<file path="src/rtl/axi_lite_master_bridge.sv">
// Bridges a simple 32-bit request/response port onto a 64-bit AXI4-Lite master.
// One transaction is outstanding at a time. The 32-bit word is steered onto the
// upper or lower half of the 64-bit bus by address bit 2.
module axi_lite_master_bridge #(
  parameter int unsigned C_M_AXI_ADDR_WIDTH = 16,
  // Only 64 is supported; the lane steering assumes two 32-bit halves.
  parameter int unsigned C_M_AXI_DATA_WIDTH = 64
) (
  input  logic                            M_AXI_ACLK,
  input  logic                            M_AXI_ARESETN,

  // Request side
  input  logic                            req_valid,
  output logic                            req_ready,
  input  logic                            req_we,
  input  logic [C_M_AXI_ADDR_WIDTH-1:0]   req_addr,
  input  logic [31:0]                     req_wdata,
  input  logic [3:0]                      req_wstrb,

  // Response side
  output logic                            rsp_valid,
  input  logic                            rsp_ready,
  output logic [31:0]                     rsp_rdata,
  output logic                            rsp_err,

  // AXI write channels
  output logic [C_M_AXI_ADDR_WIDTH-1:0]   M_AXI_AWADDR,
  output logic [2:0]                      M_AXI_AWPROT,
  output logic                            M_AXI_AWVALID,
  input  logic                            M_AXI_AWREADY,
  output logic [C_M_AXI_DATA_WIDTH-1:0]   M_AXI_WDATA,
  output logic [C_M_AXI_DATA_WIDTH/8-1:0] M_AXI_WSTRB,
  output logic                            M_AXI_WVALID,
  input  logic                            M_AXI_WREADY,
  input  logic [1:0]                      M_AXI_BRESP,
  input  logic                            M_AXI_BVALID,
  output logic                            M_AXI_BREADY,

  // AXI read channels
  output logic [C_M_AXI_ADDR_WIDTH-1:0]   M_AXI_ARADDR,
  output logic [2:0]                      M_AXI_ARPROT,
  output logic                            M_AXI_ARVALID,
  input  logic                            M_AXI_ARREADY,
  input  logic [C_M_AXI_DATA_WIDTH-1:0]   M_AXI_RDATA,
  input  logic [1:0]                      M_AXI_RRESP,
  input  logic                            M_AXI_RVALID,
  output logic                            M_AXI_RREADY
);

  typedef enum logic [2:0] {
    StIdle       = 3'd0,
    StWrAddrData = 3'd1,
    StWrResp     = 3'd2,
    StRdAddr     = 3'd3,
    StRdData     = 3'd4,
    StRsp        = 3'd5
  } state_e;

  state_e                          state_q, state_d;
  logic                            req_ready_q, req_ready_d;
  logic                            awvalid_q, awvalid_d;
  logic                            wvalid_q, wvalid_d;
  logic [C_M_AXI_ADDR_WIDTH-1:0]   addr_q, addr_d;
  logic [31:0]                     wdata_q, wdata_d;
  logic [3:0]                      wstrb_q, wstrb_d;
  logic [31:0]                     rsp_rdata_q, rsp_rdata_d;
  logic                            rsp_err_q, rsp_err_d;

  logic                            aw_hs, w_hs;
  logic                            arvalid, bready, rready, rsp_valid_c;

  assign aw_hs = awvalid_q && M_AXI_AWREADY;
  assign w_hs  = wvalid_q && M_AXI_WREADY;

  // Registered state and captured request/response payload.
  // Direction is held in the state encoding itself (write vs. read branch).
  always_ff @(posedge M_AXI_ACLK) begin
    if (!M_AXI_ARESETN) begin
      state_q     <= StIdle;
      req_ready_q <= 1'b0;
      awvalid_q   <= 1'b0;
      wvalid_q    <= 1'b0;
      addr_q      <= '0;
      wdata_q     <= '0;
      wstrb_q     <= '0;
      rsp_rdata_q <= '0;
      rsp_err_q   <= 1'b0;
    end else begin
      state_q     <= state_d;
      req_ready_q <= req_ready_d;
      awvalid_q   <= awvalid_d;
      wvalid_q    <= wvalid_d;
      addr_q      <= addr_d;
      wdata_q     <= wdata_d;
      wstrb_q     <= wstrb_d;
      rsp_rdata_q <= rsp_rdata_d;
      rsp_err_q   <= rsp_err_d;
    end
  end

  // Next-state logic and state-decoded handshake outputs.
  always_comb begin
    state_d     = state_q;
    req_ready_d = 1'b0;
    awvalid_d   = awvalid_q;
    wvalid_d    = wvalid_q;
    addr_d      = addr_q;
    wdata_d     = wdata_q;
    wstrb_d     = wstrb_q;
    rsp_rdata_d = rsp_rdata_q;
    rsp_err_d   = rsp_err_q;
    arvalid     = 1'b0;
    bready      = 1'b0;
    rready      = 1'b0;
    rsp_valid_c = 1'b0;

    case (state_q)
      StIdle: begin
        // req_ready is registered so it stays low in the cycle reset is released.
        req_ready_d = 1'b1;
        if (req_valid && req_ready_q) begin
          req_ready_d = 1'b0;
          addr_d      = req_addr;
          wdata_d     = req_wdata;
          wstrb_d     = req_wstrb;
          if (req_we) begin
            state_d   = StWrAddrData;
            awvalid_d = 1'b1;
            wvalid_d  = 1'b1;
          end else begin
            state_d   = StRdAddr;
          end
        end
      end

      StWrAddrData: begin
        // AW and W retire independently; move on once neither is pending.
        if (aw_hs) awvalid_d = 1'b0;
        if (w_hs)  wvalid_d  = 1'b0;
        if ((!awvalid_q || aw_hs) && (!wvalid_q || w_hs)) begin
          state_d = StWrResp;
        end
      end

      StWrResp: begin
        bready = 1'b1;
        if (M_AXI_BVALID) begin
          rsp_err_d   = (M_AXI_BRESP != 2'b00);
          rsp_rdata_d = '0;
          state_d     = StRsp;
        end
      end

      StRdAddr: begin
        arvalid = 1'b1;
        if (M_AXI_ARREADY) state_d = StRdData;
      end

      StRdData: begin
        rready = 1'b1;
        if (M_AXI_RVALID) begin
          rsp_rdata_d = addr_q[2] ? M_AXI_RDATA[63:32] : M_AXI_RDATA[31:0];
          rsp_err_d   = (M_AXI_RRESP != 2'b00);
          state_d     = StRsp;
        end
      end

      StRsp: begin
        rsp_valid_c = 1'b1;
        if (rsp_ready) begin
          state_d     = StIdle;
          req_ready_d = 1'b1;
        end
      end

      default: begin
        state_d     = StIdle;
        req_ready_d = 1'b0;
        awvalid_d   = 1'b0;
        wvalid_d    = 1'b0;
      end
    endcase
  end

  // Registered flags are qualified by state so an illegal encoding drives them low.
  assign req_ready     = req_ready_q && (state_q == StIdle);
  assign M_AXI_AWVALID = awvalid_q && (state_q == StWrAddrData);
  assign M_AXI_WVALID  = wvalid_q && (state_q == StWrAddrData);
  assign M_AXI_ARVALID = arvalid;
  assign M_AXI_BREADY  = bready;
  assign M_AXI_RREADY  = rready;

  assign rsp_valid     = rsp_valid_c;
  assign rsp_rdata     = rsp_rdata_q;
  assign rsp_err       = rsp_err_q;

  assign M_AXI_AWADDR  = addr_q;
  assign M_AXI_ARADDR  = addr_q;
  assign M_AXI_AWPROT  = 3'b000;
  assign M_AXI_ARPROT  = 3'b000;
  assign M_AXI_WDATA   = addr_q[2] ? {wdata_q, 32'h0} : {32'h0, wdata_q};
  assign M_AXI_WSTRB   = addr_q[2] ? {wstrb_q, 4'h0} : {4'h0, wstrb_q};

endmodule

</file>
<file path="config.mk">
export PLATFORM = sky130hd
export DESIGN_NAME = axi_lite_master_bridge
export DESIGN_NICKNAME = d
export VERILOG_FILES = /design/src/rtl/axi_lite_master_bridge.sv
export SDC_FILE = /design/constraint.sdc
export NUM_CORES = 1
export LEC_CHECK = 0
export BUFFER_PORTS_ARGS = -buffer_cell sky130_fd_sc_hd__buf_4
export CORE_AREA = 2 2 109 111
export CTS_CLUSTER_SIZE = 12
export DETAILED_ROUTE_END_ITERATION = 10
export DIE_AREA = 0 0 111 113
export GPL_ROUTABILITY_DRIVEN = 0
export PLACE_DENSITY = 0.77
export SLEW_MARGIN = 20
export SYNTH_ARGS = -nofsm -noshare
export SYNTH_HDL_FRONTEND = slang
export SYNTH_SLANG_ARGS = --single-unit
</file>
<file path="constraint.sdc">
create_clock -name M_AXI_ACLK -period 4.4 [get_ports M_AXI_ACLK]
set_clock_uncertainty 0.1 [all_clocks]
set_input_delay 0.88 -clock M_AXI_ACLK [delete_from_list [all_inputs] [get_ports M_AXI_ACLK]]
set_output_delay 0.88 -clock M_AXI_ACLK [all_outputs]
set_load 0.02 [all_outputs]
</file>
==> flow_metrics.tcl, run 1 <==
set metrics [dict create \
    firstDrtPassIters 6 \
    reg2reg_from "state_q[2]$_SDFFE_PN0P_" \
    cts_tree "yes" \
    synth-xor-area-share 0 \
    die_area_um2 12500 \
    fin_crit_sh 0.635 \
    clockRootBuffer "clkbuf_16" \
    timing.fmax_mhz 358 \
    avgSynthCellArea_um2 8.72 \
    hp-start "wstrb_q[1]$_SDFFE_PN0P_" \
    cp_max_fo 22 \
    avgRoutedWirePerCell_um 14.4 \
    cts_made_buffers 9 \
    whs_ns 0.362 \
    cp.required_ns 3.42 \
    leakage_nw 3.10 \
    initial_core_util 0.421 \
    vias 4450 \
    diodes 0 \
    nets 898 \
    path_delay_family "flip-flops" \
    clock_latency_ns 0.33 \
    ioPinCount 280 \
    drv_cap 0 \
    vias_per_cell 4.86 \
    slowest_delay_ns 0.79 \
    fin_ws_ns 1.61 \
    power.density_nw_per_um2 386 \
    finalSetupTns_ns 0 \
    cts_setup_buffers 0 \
    grt_first_pass_wirelength_um 20800 \
    path_cells "or3b_4, inv_1, buf_4" \
    grt_usage 0.201 \
    port_buffers 273 \
    fillers 1002 \
    dp.cells 898 \
    die_h_um 113 \
    outcome "completed" \
    clk_pin_slew_worst_paths_ns 0.06 \
    critPathBufInv 2 \
    setup_violations 0 \
    synth.mux.area_fraction 0.0823 \
    grt_pass1_vias 4272 \
    ant_nets 0 \
    rr_endpoint "rsp_rdata[12]$_SDFFE_PN0P_" \
    synth-adder-area-share 0.00264 \
    synth_compound_area_frac 0.160 \
    clockBufferDepth 2 \
    cts_hold_buf 0 \
    arrival_ns 1.81 \
    syn-cell-area_um2 4740 \
    yosys.area_share.simple 0.266 \
    fin_cells 915 \
    synth_top_area_share 0.384 \
    num_rows 39 \
    synth_top_family_by_area "simple AND/OR/NAND/NOR gates" \
    ys_ff_latch 91 \
    drc 0 \
    syn_inst 544 \
    synth_cell_types 39 \
    rsz0062_at_grt "no" \
    maxSlewHeadroom 0.330 \
    ys_seq_area_frac 0.384 \
    layout-area-overhead-vs-synth_pct 44.3 \
    coreArea_um2 11300 \
    totalWireLength_um 13200 \
    synth_area_leader_cell "dfxtp_1" \
    r2r_slack_ns 2.05 \
    final_area_um2 6850 \
    maxSlewViolCount 0 \
    cts_resized 0 \
    cp_slowest_cell "dfxtp_1" \
    die_x_um 111 \
    fin_crit_ns 2.79 \
    finalHoldViolCount 0 \
    antenna_found_initial 0 \
    overflow 0 \
    place_area_um2 6540 \
    final_layout_size_suffix_gt1_frac 0.427 \
    peakVddDrop_mv 0.241 \
    cp-start-kind "flop" \
    htreeDepth 3 \
    drtIter0Drc 186 \
    hp-class "reg -> reg" \
    grt_max_degree 108 \
    netlist_top_cells_area "dfxtp_1, nor2b_1, nand2_1" \
    dp_hpwl_um 9710 \
    whs_path_depth 2 \
    hold_path_end "wstrb_q[1]$_SDFFE_PN0P_" \
    path_class "reg -> out" \
    worst_slew_pin_slew_ns 1.00 \
    cts.sinks 91 \
    endpoint_kind "output pin" \
    yosys_warnings 0 \
    dpl_worst_slack_ns 1.78 \
    reg2reg_depth 4 \
]
[registers in the layout, indices dropped and copies added (netlist names)]
register      count
rsp_rdata        32
wdata_q          32
M_AXI_ARADDR     16
wstrb_q           4
state_q           3
awvalid_q         1
req_ready_q       1
rsp_err           1
wvalid_q          1
[how the worst max path moves through the flow]
stage	from	endpoint	cells past startpoint
2_1_floorplan	M_AXI_ARADDR[2]$_SDFFE_PN0P_	M_AXI_WDATA[33]	5
3_3_place_gp	req_valid	wdata_q[2]$_SDFFE_PN0P_	5
3_5_place_dp	req_valid	wdata_q[9]$_SDFFE_PN0P_	5
4_1_cts	M_AXI_ARADDR[2]$_SDFFE_PN0P_	M_AXI_WSTRB[4]	2
5_1_grt	state_q[2]$_SDFFE_PN0P_	M_AXI_RREADY	3
6_report	state_q[2]$_SDFFE_PN0P_	M_AXI_RREADY	3
[tightest hold or removal path: cells and delay by family (launching register included)]
kind | cells | cell delay [ns]
compound gates | 1 | 0.05
flops | 1 | 0.31
simple gates | 1 | 0.05
[cell families after synthesis]
group / Yosys count
other cells: 1
fa+ha+maj: 1
simple gates: 242
flops: 91
buf+inv: 73
mux: 35
compound gates: 101
[per-stage QoR]
stage,util,total power [mW]
5_1_grt,0.608,2.79
3_3_place_gp,0.580,1.87
2_1_floorplan,-,1.64
3_5_place_dp,0.580,1.90
6_report,0.608,2.64
4_1_cts,0.606,2.66
[synth_stat cells, drive strengths merged]
master and number:
nand2 111, dfxtp 91, nor2b 72, a21boi 53, buf 46, and2 37
a22oi 32, mux2 32, clkbuf 22, inv 5, nor3 4, a211oi 3
a31oi 3, and3 3, mux2i 3, nor3b 3, a21oi 2, nand3 2
nand3b 2, nor2 2, nor4 2, o221a 2, a211o 1, a21o 1
conb 1, ha 1, nand4b 1, nor4b 1, o21a 1, o21ai 1
o21bai 1, o311ai 1, or3b 1, or4 1
[area by class of cell]
cell class / count / area (um2) / share of cell area
well taps: 143 / 179 / 0.0261
inverters: 5 / 18.8 / 0.00274
clock buffers: 11 / 243 / 0.0354
multi-input cells: 385 / 2450 / 0.358
repair buffers: 275 / 2080 / 0.304
flip-flops and latches: 91 / 1830 / 0.267
clock inverters: 5 / 52.6 / 0.00767
[layer usage]
| layer | up-vias | share of wire | GRT usage |
|---|---|---|---|
| met5 | - | 0 | 0 |
| met4 | 0 | 0.020 | 0.0692 |
| met3 | 19 | 0.081 | 0.0552 |
| met2 | 179 | 0.52 | 0.370 |
| met1 | 2038 | 0.38 | 0.224 |
| li1 | 2214 | - | - |
[where the power goes]
part,internal [mW],switching (mW)
clock network,0.453,0.311
logic,0.400,0.426
registers,0.920,0.134
[cells in the final DEF (no fill, tap or decap), types with 2 or more instances in the layout]
cell	Yosys	final
a211oi_1	3	3
a21boi_0	2	2
a21boi_1	51	51
a21oi_1	2	2
a22oi_1	32	32
a31oi_1	3	3
and2_1	37	37
and3_1	3	3
buf_4	23	273
clkbuf_16	0	9
clkinv_2	0	3
conb_1	1	6
dfxtp_1	91	90
inv_1	5	5
mux2_2	32	32
mux2i_1	3	3
nand2_1	111	111
nand3_1	2	2
nand3b_1	2	2
nor2b_1	72	72
nor3_1	4	4
nor3b_1	3	3
o221a_2	2	2
No activity file was read; power rests on OpenSTA's default activity.
==> run 2, diff against run 1 <==
--- a/config.mk
+++ b/config.mk
@@ -6,12 +6,12 @@
 export NUM_CORES = 1
 export LEC_CHECK = 0
 export BUFFER_PORTS_ARGS = -buffer_cell sky130_fd_sc_hd__buf_4
-export CORE_AREA = 2 2 109 111
+export CORE_AREA = 2 2 107 109
 export CTS_CLUSTER_SIZE = 12
 export DETAILED_ROUTE_END_ITERATION = 10
-export DIE_AREA = 0 0 111 113
+export DIE_AREA = 0 0 109 111
 export GPL_ROUTABILITY_DRIVEN = 0
-export PLACE_DENSITY = 0.77
+export PLACE_DENSITY = 0.8
 export SLEW_MARGIN = 20
 export SYNTH_ARGS = -nofsm -noshare
 export SYNTH_HDL_FRONTEND = slang
==> constraint.sdc (replaced) <==
create_clock -name M_AXI_ACLK -period 2.65 [get_ports M_AXI_ACLK]
set_clock_uncertainty 0.1 [all_clocks]
set_input_delay 0.53 -clock M_AXI_ACLK [delete_from_list [all_inputs] [get_ports M_AXI_ACLK]]
set_output_delay 0.53 -clock M_AXI_ACLK [all_outputs]
set_load 0.02 [all_outputs]
==> flow_metrics.tcl, run 2 (synthesis results as in run 1) <==
set metrics [dict create \
    clkPwrFrac 0.264 \
    whs_ns 0.340 \
    die_h_um 111 \
    cts_setup_buffers 0 \
    avgRoutedWirePerCell_um 14.4 \
    die_area_um2 12100 \
    die_x_um 109 \
    grtUsageMet3 0.0447 \
    multi_input_area_um2 2450 \
    hp-start "req_addr[2]" \
    vias_per_cell 4.88 \
    register_area_um2 1830 \
    ioPinCount 280 \
    fin_crit_ns 2.40 \
    nets 901 \
    htreeDepth 3 \
    antenna_found_initial 0 \
    vias 4476 \
    hp-class "in -> reg" \
    cts_resized 0 \
    finalSetupTns_ns 0 \
    clockBufferDepth 2 \
    layout-area-overhead-vs-synth_pct 43.8 \
    cp_slowest_cell "dfxtp_1" \
    port_buffers 273 \
    ant_nets 0 \
    grt_use_met1 0.247 \
    cp-start-kind "flop" \
    power_frac_comb 0.328 \
    path_delay_family "flip-flops" \
    fillers 991 \
    drc 0 \
    cts.sinks 91 \
    grt_usage 0.210 \
    coreArea_um2 11100 \
    power_switching_mw 1.43 \
    initial_core_util 0.428 \
    critPathBufInv 2 \
    fin_crit_sh 0.907 \
    reg2reg_from "state_q[2]$_SDFFE_PN0P_" \
    cts_made_buffers 9 \
    rsz0062_at_grt "no" \
    power.density_nw_per_um2 622 \
    diodes 0 \
    path_cells "or3b_4, inv_1, buf_4" \
    grtUsageMet2 0.371 \
    arrival_ns 1.77 \
    setup_violations 0 \
    clockRootBuffer "clkbuf_16" \
    maxSlewViolCount 0 \
    clk_pin_slew_worst_paths_ns 0.06 \
    most-common-layout-cells "buf_4, nand2_1, dfxtp_1, nor2b_1, a21boi_1" \
    final_layout_size_suffix_gt1_frac 0.425 \
    swShare 0.336 \
    peakVddDrop_mv 0.289 \
    overflow 0 \
    p_int_mw 2.82 \
    drv_cap 0 \
    dp_hpwl_um 9800 \
    grt.busiest_layer "met2" \
    worst_slew_pin_slew_ns 0.771 \
    cp.required_ns 2.02 \
    post-route-util 0.616 \
    endpoint_kind "output pin" \
    grt_first_pass_wirelength_um 20300 \
    mostFrequentLayoutCell "buf_4" \
    grt_max_degree 94 \
    leakage_nw 3.09 \
    dp.cells 902 \
    grt_pass1_vias 4186 \
    slowest_delay_ns 0.75 \
    cts_hold_buf 0 \
    fin_cells 917 \
    r2r_slack_ns 0.54 \
    outcome "completed" \
    maxSlewHeadroom 0.486 \
    crit_path_start "state_q[2]$_SDFFE_PN0P_" \
    clock_latency_ns 0.33 \
    path_class "reg -> out" \
    pwr-share-seq 0.408 \
    total_power_mw 4.24 \
    firstDrtPassIters 5 \
    num_rows 39 \
    drtIter0Drc 181 \
    totalWireLength_um 13200 \
    cp_max_fo 22 \
    finalHoldViolCount 0 \
    timing.fmax_mhz 416 \
    cts_tree "yes" \
]
[run 2: changes by cell type in the layout (fill, tap and decap cells not counted), sizes merged]
| cell | change |
|---|---|
| clkbuf | +1 |
| bufinv | -1 |
| clkinv | -1 |
| buf | +3 |
[run 2: worst min-delay path, stage by stage]
cell	delay, ns
buf_4	0.11
nand2_1	0.05
a21boi_1	0.05
[run 2: metal layers]
| metal | vias up | share of wire |
|---|---|---|
| li1 | 2228 | - |
| met1 | 2047 | 0.40 |
| met2 | 176 | 0.50 |
| met3 | 25 | 0.073 |
| met4 | 0 | 0.023 |
| met5 | - | 0 |
[run 2: worst paths after layout]
check / to / cells after the start
max: M_AXI_RREADY / 3
min: M_AXI_ARADDR[2]$_SDFFE_PN0P_ / 3
max reg2reg: rsp_rdata[16]$_SDFFE_PN0P_ / 5
min reg2reg: rsp_err$_SDFFE_PN0P_ / 2
[run 2: area by class of cell]
cell class              instances  area share
multi-input cells             385       0.359
well taps                     143      0.0262
clock buffers                  12      0.0347
clock inverters                 3     0.00257
repair buffers                278       0.308
flip-flops and latches         91       0.268
inverters                       5     0.00275
[run 2: power groups by stage]
stage	Sequential, mW	Combinational (mW)	Clock (mW)
2_1_floorplan	1.69	1.03	0
3_3_place_gp	1.74	1.37	0
3_5_place_dp	1.76	1.40	0
4_1_cts	1.73	1.40	1.16
5_1_grt	1.76	1.52	1.23
6_report	1.73	1.39	1.12
[run 2: through the flow]
stage	setup WS, ns	area [um2]
floorplan	0.484	4760
global placement	0.632	6570
detailed placement	0.544	6570
CTS	0.237	6820
global route	0.145	6820
finish	0.246	6820
